## config.mk

```make
export PLATFORM = sky130hd
export DESIGN_NAME = uart_rx_word_packer
export DESIGN_NICKNAME = d
export VERILOG_FILES = /design/src/rtl/uart_rx_word_packer_pkg.sv /design/src/rtl/uart_rx_word_packer_fifo.sv /design/src/rtl/uart_rx_word_packer.sv
export SDC_FILE = /design/constraint.sdc
export NUM_CORES = 1
export LEC_CHECK = 0
export CAP_MARGIN = 40
export CORE_MARGIN = 3
export CORE_UTILIZATION = 30
export CTS_BUF_LIST = sky130_fd_sc_hd__clkbuf_8
export CTS_CLUSTER_SIZE = 24
export DETAILED_ROUTE_END_ITERATION = 6
export PLACE_DENSITY = 0.52
export SETUP_SLACK_MARGIN = 0.2
export SLEW_MARGIN = 20
export SYNTH_ARGS = -nofsm -noshare
export SYNTH_HDL_FRONTEND = slang
export SYNTH_SLANG_ARGS = --single-unit
```

## constraint.sdc

```tcl
create_clock -name clk -period 3.45 [get_ports clk]
set_input_delay 0.69 -clock clk [delete_from_list [all_inputs] [get_ports clk]]
set_output_delay 0.69 -clock clk [all_outputs]
set_load 0.01 [all_outputs]
```

## src/rtl/uart_rx_word_packer_pkg.sv

```systemverilog
// Shared widths, defaults and the FIFO entry layout for the UART receive word packer.
package uart_rx_word_packer_pkg;

    localparam int BYTE_W          = 8;
    localparam int BYTES_PER_WORD  = 4;
    localparam int WORD_W          = BYTE_W * BYTES_PER_WORD;
    localparam int CNT_W           = 3;
    // Idle flush time at 100 MHz / 9600 baud.
    localparam int DEFAULT_TIMEOUT = 10417;

    typedef struct packed {
        logic [CNT_W-1:0]  bytes;
        logic [WORD_W-1:0] data;
    } word_entry_t;

    // Zero every lane at or above nbytes so a partial word carries no stale data.
    function automatic logic [WORD_W-1:0] mask_lanes(input logic [WORD_W-1:0] word,
                                                     input logic [CNT_W-1:0]  nbytes);
        logic [WORD_W-1:0] res;
        res = word;
        for (int i = 0; i < BYTES_PER_WORD; i++) begin
            if (i >= int'(nbytes)) res[BYTE_W*i +: BYTE_W] = '0;
        end
        return res;
    endfunction

endpackage

```

## src/rtl/uart_rx_word_packer_fifo.sv

```systemverilog
// rx_word_fifo: DEPTH-entry word FIFO holding data plus byte count; status from a level counter.
module rx_word_fifo
    import uart_rx_word_packer_pkg::*;
#(
    parameter int DEPTH = 4
) (
    input  logic                     clk,
    input  logic                     rst,
    input  logic                     push,
    input  word_entry_t              wr_entry,
    input  logic                     pop,
    output word_entry_t              head,
    output logic [$clog2(DEPTH):0]   level,
    output logic                     full,
    output logic                     empty
);

    localparam int PW = $clog2(DEPTH);
    localparam int LW = PW + 1;

    word_entry_t   mem [DEPTH];
    logic [PW-1:0] wr_ptr;
    logic [PW-1:0] rd_ptr;

    assign full  = (level == LW'(DEPTH));
    assign empty = (level == '0);
    assign head  = empty ? '0 : mem[rd_ptr];

    always_ff @(posedge clk) begin
        if (push) mem[wr_ptr] <= wr_entry;
    end

    always_ff @(posedge clk) begin
        if (rst) begin
            wr_ptr <= '0;
            rd_ptr <= '0;
            level  <= '0;
        end else begin
            if (push) wr_ptr <= wr_ptr + PW'(1);
            if (pop)  rd_ptr <= rd_ptr + PW'(1);
            case ({push, pop})
                2'b10:   level <= level + LW'(1);
                2'b01:   level <= level - LW'(1);
                default: level <= level;
            endcase
        end
    end

endmodule

```

## src/rtl/uart_rx_word_packer.sv

```systemverilog
// Packs UART receiver bytes little-endian into 32-bit words and queues them for the CPU side.
// Optional idle flush of partial words is enabled by defining UART_PACK_TIMEOUT_EN.
module uart_rx_word_packer
    import uart_rx_word_packer_pkg::*;
#(
    parameter int DEPTH   = 4,
    parameter int TIMEOUT = DEFAULT_TIMEOUT
) (
    input  logic                    clk,
    input  logic                    rst,
    input  logic                    recv_busy,
    input  logic [7:0]              recv_data,
    input  logic                    fault,
    output logic                    word_valid,
    input  logic                    word_ready,
    output logic [31:0]             word_data,
    output logic [2:0]              word_bytes,
    output logic [$clog2(DEPTH):0]  level,
    output logic [7:0]              err_cnt,
    output logic                    overflow,
    input  logic                    clear
);

    logic        busy_q;
    logic [1:0]  idx;
    logic [31:0] asm_word;

    logic        byte_done;
    logic        good_byte;
    logic        bad_byte;
    logic        full_word;
    logic        push_req;
    logic        push_ok;
    logic        drop;
    logic        pop;
    logic        fifo_full;
    logic        fifo_empty;
    logic        flush;
    word_entry_t push_entry;
    word_entry_t head;

    assign byte_done = busy_q & ~recv_busy;
    assign good_byte = byte_done & ~fault;
    assign bad_byte  = byte_done & fault;
    assign full_word = good_byte && (idx == 2'd3);

`ifdef UART_PACK_TIMEOUT_EN
    localparam int TW = $clog2(TIMEOUT + 1);
    logic [TW-1:0] tcnt;

    // A byte-done in the same cycle always wins over the idle flush.
    assign flush = !byte_done && (idx != 2'd0) && (tcnt == TW'(TIMEOUT - 1));

    always_ff @(posedge clk) begin
        if (rst) begin
            tcnt <= '0;
        end else if (byte_done || flush) begin
            tcnt <= '0;
        end else if (idx != 2'd0) begin
            tcnt <= tcnt + TW'(1);
        end
    end

    always_comb begin
        push_entry = '0;
        if (full_word) begin
            push_entry.data  = {recv_data, asm_word[23:0]};
            push_entry.bytes = 3'd4;
        end else begin
            push_entry.data  = mask_lanes(asm_word, {1'b0, idx});
            push_entry.bytes = {1'b0, idx};
        end
    end
`else
    logic unused_timeout;
    assign unused_timeout = (TIMEOUT != 0);
    assign flush          = 1'b0;

    always_comb begin
        push_entry       = '0;
        push_entry.data  = {recv_data, asm_word[23:0]};
        push_entry.bytes = 3'd4;
    end
`endif

    assign push_req   = full_word | flush;
    assign word_valid = !fifo_empty;
    assign pop        = word_valid && word_ready;
    assign push_ok    = push_req && (!fifo_full || pop);
    assign drop       = push_req && fifo_full && !pop;

    always_ff @(posedge clk) begin
        if (rst) begin
            busy_q   <= 1'b0;
            idx      <= 2'd0;
            asm_word <= '0;
        end else begin
            busy_q <= recv_busy;
            if (good_byte) begin
                asm_word[8*idx +: 8] <= recv_data;
                idx                  <= idx + 2'd1;
            end else if (flush) begin
                idx <= 2'd0;
            end
        end
    end

    // Status: clear outranks a same-cycle increment or overflow set.
    always_ff @(posedge clk) begin
        if (rst || clear) begin
            err_cnt  <= 8'd0;
            overflow <= 1'b0;
        end else begin
            if (bad_byte && err_cnt != 8'hFF) err_cnt <= err_cnt + 8'd1;
            if (drop) overflow <= 1'b1;
        end
    end

    rx_word_fifo #(
        .DEPTH(DEPTH)
    ) u_fifo (
        .clk      (clk),
        .rst      (rst),
        .push     (push_ok),
        .wr_entry (push_entry),
        .pop      (pop),
        .head     (head),
        .level    (level),
        .full     (fifo_full),
        .empty    (fifo_empty)
    );

    assign word_data  = head.data;
    assign word_bytes = head.bytes;

endmodule

```

==> flow_summary_export.csv, run 1 <==
group,metric,value,unit
job,drv_cap,0,
clocking,clkSinkCount,173,
logic_synthesis,synthDominantCellAreaShare,55.4,%
logic_synthesis,synth_async_sr_flop_share,0,%
logic_synthesis,ys_seq_area_share,68.4,%
critical_path,worstPathArrival,2.31,ns
grt,grt_pass1_vias,4034,
timing,min_period_over_period,87.1,%
timing,period_minus_slack,3.00,ns
timing,slew_headroom,45.0,%
power,power_density,452,nW/µm²
clocking,post_cts_buffers,0,
grt,overflow,0,
critical_path,crit_path_end_kind,"output pin",
clocking,ctsResizeCount,0,
critical_path,crit_required,2.76,ns
clocking,cts.clk_slew.worst_paths,0.09,ns
timing,maxSlewViolCount,0,
power,ir_drop,0.229,mV
drt,num_vias,3828,
timing,tns,0,ns
critical_path,start_kind,"flop",
clocking,clockBufferDepth,2,
drt,viasPerCell,4.74,
timing,skew,0.0147,ns
finish,antenna_cells,0,
clocking,clock_latency,0.45,ns
floorplanning,dieWidth,158,µm
floorplanning,io_pins,62,
drt,wirelength,14.1,mm
grt,grt_usage,12.0,%
finish,fin_cells,807,
clocking,cts_hold_buf,0,
grt,grt_pass1_wl,22.4,mm
timing,rsz0062_at_grt,"no",
floorplanning,dieArea,25000,µm²
floorplanning,core,22300,µm²
grt,grt_max_degree,34,
placement,port_buffers,59,
clocking,numCtsBuffers,17,
drt,first_pass_iters,4,
critical_path,path_class,"flop to output pin",
finish,nNetsFinal,540,
timing,hold_ws,0.503,ns
power,p_leak,2.64,nW
placement,dp_hpwl,8.73,mm
clocking,cts-htree-levels,4,
timing,fmax,0.333,GHz
timing,setup_viol,0,
logic_synthesis,synth-edff-count,128,
logic_synthesis,synth.area.top_cells,"edfxtp_1 (55%), dfxtp_1 (13%), mux4_2 (10%)",
logic_synthesis,synth-main-ff-cell,"edfxtp_1",
timing,hold_viol,0,
drt,wl_per_cell,17.5,µm
critical_path,cpMaxStageDelayCell,"mux4_2",
clocking,cts_tree,"done",
placement,dp.cells,775,
critical_path,cpLargestDelayFamily,"buffers and inverters",
placement,place_congestion,0.738,
logic_synthesis,synth.avg_cell_area,15.6,µm²
critical_path,path_cells,"buf_12 > mux4_2 > nor2b_1 > clkdlybuf4s50_1",
grt,antenna_found_initial,0,
critical_path,slowest_delay,0.58,ns
logic_synthesis,synth-warning-count,0,
timing,tightest_slew,0.824,ns
floorplanning,placementRows,54,
finish,areaGrowthSynthToFinish,20.3,%
critical_path,path_buf_inv,2,
logic_synthesis,synth.largest_area_cell,"edfxtp_1",
drt,drc_errors,0,
min_path,hold_class,"flop to flop",
floorplanning,die_h,158,µm
run_status,status,"complete, no violations",
drt,ant_nets,0,
logic_synthesis,synth_area,6930,µm²
logic_synthesis,synth_cell_types,46,
floorplanning,start_util,31.1,%
logic_synthesis,netlist_instances,445,
finish,layout-drive-gt1-share,16.5,%
critical_path,path_max_fanout,32,
drt,first_iter_violations,230,
clocking,clock-root-buffer,"clkbuf_8",
logic_synthesis,ys_ff_latch,173,
-- synthesized netlist by cell type (3+ instances only) --
cell / instances
edfxtp_1: 128
dfxtp_1: 45
nor2b_1: 35
mux4_2: 32
nand2_1: 30
a21oi_1: 28
nand3_1: 26
clkbuf_1: 15
nor2_1: 13
ha_1: 11
inv_1: 10
mux2i_1: 5
a31oi_1: 4
and2_2: 4
xor2_1: 4
and3_1: 3
buf_1: 3
buf_2: 3
buf_4: 3
nand4bb_1: 3
nor4bb_1: 3
or3_1: 3
-- layer usage --
metal	GRT usage [%]	share of wire, %	vias up
li1	-	-	1813
met1	15.5	46	1939
met2	19.6	49	64
met3	3.55	4.1	12
met4	3.44	1.0	0
met5	0	0	-
-- worst reg2reg max path, cell delays in order (launching register included) --
cell,delay [ns]
dfxtp_1,0.40
or4b_1,0.56
and3_1,0.27
inv_1,0.08
ha_1,0.18
inv_1,0.07
fa_1,0.38
xor2_1,0.16
or3_1,0.31
a21oi_1,0.14
-- state kept, by name, indices dropped and copies added (netlist names), named ones only --
register / count
asm_word: 24
overflow: 1
u_fifo.mem: 128
busy_q: 1
u_fifo.wr_ptr: 2
idx: 2
u_fifo.level: 3
err_cnt: 8
u_fifo.rd_ptr: 2
-- power breakdown --
part,switching (mW),total [mW],internal (mW)
Clock,0.758,1.49,0.728
Sequential,0.00532,2.22,2.21
Combinational,0.0415,0.0687,0.0272
-- cell usage in the layout, fill, tap and decap left out, types with 5 or more instances in the layout --
master           Yosys  layout
edfxtp_1           128     128
clkdlybuf4s50_1      0      59
dfxtp_1             45      44
nor2b_1             35      35
mux4_2              32      32
nand2_1             30      30
a21oi_1             28      28
nand3_1             26      26
clkbuf_8             1      17
nor2_1              13      13
ha_1                11      11
buf_4                3      11
inv_1               10      10
mux2i_1              5       5
-- per-stage QoR --
step	utilization, %	total power [mW]	setup WS [ns]	instance area (µm²)
after global placement	35.5	2.33	0.197	7920
after global routing	37.4	3.92	0.322	8340
final	37.4	3.77	0.446	8340
after floorplan	-	2.29	0.723	6940
after CTS	37.4	3.82	0.363	8340
after detailed placement	35.5	2.33	0.132	7920
-- final timing paths --
check                   from  slack, ns  cells past startpoint         endpoint
min              asm_word[0]       0.50                      2      asm_word[0]
max                     flop       0.45                      4    word_data[29]
max reg2reg  u_fifo.level[0]       0.85                      9  u_fifo.level[2]
min reg2reg      asm_word[0]       0.50                      2      asm_word[0]
-- cell families after synthesis --
group	count (synthesis)	synth area share (%)
compound gates	41	3.34
xor+xnor	5	0.632
fa+ha+maj	12	2.27
buf+inv	36	2.42
flops	173	68.4
mux	38	11.3
other cells	1	0.0541
simple gates	139	11.5
-- area by class of cell --
| type | count | area (µm²) |
|---|---|---|
| Tap cell | 280 | 350 |
| Sequential cell | 173 | 4750 |
| Clock buffer | 17 | 234 |
| Clock inverter | 15 | 184 |
| Inverter | 10 | 37.5 |
| Timing Repair Buffer | 75 | 758 |
| Fill cell | 2111 | 14000 |
| Multi-Input combinational cell | 237 | 2030 |
Power figures use the tool's default switching activity.
==> run 2: changes to the inputs <==
--- a/config.mk
+++ b/config.mk
@@ -6,11 +6,13 @@
 export NUM_CORES = 1
 export LEC_CHECK = 0
 export CAP_MARGIN = 40
+export CORE_ASPECT_RATIO = 2
 export CORE_MARGIN = 3
 export CORE_UTILIZATION = 30
 export CTS_BUF_LIST = sky130_fd_sc_hd__clkbuf_8
 export CTS_CLUSTER_SIZE = 24
 export DETAILED_ROUTE_END_ITERATION = 6
+export GPL_ROUTABILITY_DRIVEN = 0
 export PLACE_DENSITY = 0.52
 export SETUP_SLACK_MARGIN = 0.2
 export SLEW_MARGIN = 20
==> run 2 against run 1 <==
Clock skew is 0.0011 ns lower. Via count is 2.5% higher. Sequential power hardly changed. Die area is 0.44% higher. Sequential share of layout area is 0.48 points lower. Non-clock buffer count is 9 higher. Setup slack worse by 0.049 ns. Sequential cell count stayed put. Maximum frequency is 1.6% lower.
==> flow_summary_export.csv, run 2 (synthesis results as in run 1) <==
group,metric,value,unit
run_status,status,"complete, no violations",
clocking,post_cts_buffers,0,
drt,first_pass_iters,4,
timing,rsz0062_at_grt,"no",
finish,final_common_cell,"edfxtp_1",
floorplanning,start_util,30.5,%
timing,min_period_over_period,88.5,%
timing,fmax,0.328,GHz
timing,tightest_slew,0.532,ns
power,p_leak,2.69,nW
finish,top_register,"u_fifo.mem",
drt,viasPerCell,4.81,
timing,slew_headroom,64.4,%
finish,final_cell_mix,"edfxtp_1 (128), clkdlybuf4s50_1 (59), dfxtp_1 (44)",
drt,num_vias,3923,
placement,dp.cells,783,
grt,grt_pass1_vias,4225,
power,ir_drop,0.215,mV
critical_path,start_kind,"flop",
placement,dp_hpwl,10.0,mm
timing,skew,0.0136,ns
timing,hold_viol,0,
drt,first_iter_violations,211,
placement,port_buffers,59,
clocking,cts_hold_buf,0,
clocking,clockBufferDepth,2,
job,drv_cap,0,
drt,wirelength,14.6,mm
min_path,hold_class,"flop to flop",
finish,largest_reg_flops,128,
grt,grt_pass1_wl,23.5,mm
timing,setup_viol,0,
finish,areaGrowthSynthToFinish,21.4,%
critical_path,path_max_fanout,12,
finish,fin_cells,816,
timing,tns,0,ns
grt,antenna_found_initial,0,
critical_path,path_cells,"buf_12 > mux4_2 > nor2b_1 > clkdlybuf4s50_1",
drt,drc_errors,0,
timing,period_minus_slack,3.05,ns
floorplanning,io_pins,62,
critical_path,slowest_delay,0.54,ns
drt,ant_nets,0,
floorplanning,dieWidth,113,µm
clocking,cts-htree-levels,4,
finish,nNetsFinal,549,
grt,grt_max_degree,34,
clocking,cts_tree,"done",
floorplanning,placementRows,78,
clocking,numCtsBuffers,17,
floorplanning,core,22700,µm²
critical_path,worstPathArrival,2.36,ns
finish,layout-drive-gt1-share,18.1,%
clocking,clkSinkCount,173,
finish,largestRegisters,"u_fifo.mem: 128 flops, asm_word: 24 flops, err_cnt: 8 flops",
clocking,clock_latency,0.45,ns
drt,wl_per_cell,17.8,µm
clocking,cts.clk_slew.worst_paths,0.10,ns
floorplanning,die_h,221,µm
clocking,ctsResizeCount,1,
critical_path,path_class,"flop to output pin",
grt,grt_usage,12.3,%
grt,overflow,0,
critical_path,cpMaxStageDelayCell,"mux4_2",
power,power_density,440,nW/µm²
finish,antenna_cells,0,
floorplanning,dieArea,25100,µm²
timing,maxSlewViolCount,0,
clocking,clock-root-buffer,"clkbuf_8",
critical_path,crit_required,2.76,ns
critical_path,crit_path_end_kind,"output pin",
[run 2: power by group]
part	internal, mW	switching (mW)	total (mW)
registers	2.21	0.00507	2.22
clock network	0.612	0.806	1.42
logic	0.0280	0.0399	0.0679
[run 2: stage by stage]
step	setup WS [ns]	utilization [%]	power, mW	hold slack, ns	area, µm²
final	0.397	37.0	3.70	0.498	8410
after global routing	0.261	37.0	3.83	0.534	8410
after CTS	0.306	37.0	3.76	0.509	8410
after detailed placement	0.142	35.2	2.33	0.486	8010
after global placement	0.203	35.2	2.33	0.476	8000
after floorplan	0.723	-	2.29	0.456	6940
[run 2: final cells by class]
class | count | area, µm²
sequential | 173 | 4750
tap | 280 | 350
clock buffer | 17 | 234
multi-input combinational | 237 | 2030
inverter | 10 | 37.5
timing repair buffer | 84 | 848
clock inverter | 15 | 166
fill | 2154 | 14300
[run 2: routing by layer]
metal  GRT usage (%)  routed length, µm  up-vias
met5               0                  0        -
met4            4.31                275        0
met3            2.68                420       14
met2            23.6               8660       74
met1            12.8               5210     2001
li1                -                  -     1834
[run 2: critical path, delay by kind of cell, from the launching register on]
kind | cells | cell delay (ns)
buf+inv | 2 | 0.69
flops | 1 | 0.53
mux | 1 | 0.54
simple gates | 1 | 0.15
[run 2: final timing paths]
kind	from	endpoint	slack (ns)	depth (start not counted)
min reg2reg	overflow	overflow	0.50	2
min	overflow	overflow	0.50	2
max reg2reg	u_fifo.level[0]	u_fifo.level[2]	0.84	9
max	flop	word_data[18]	0.40	4
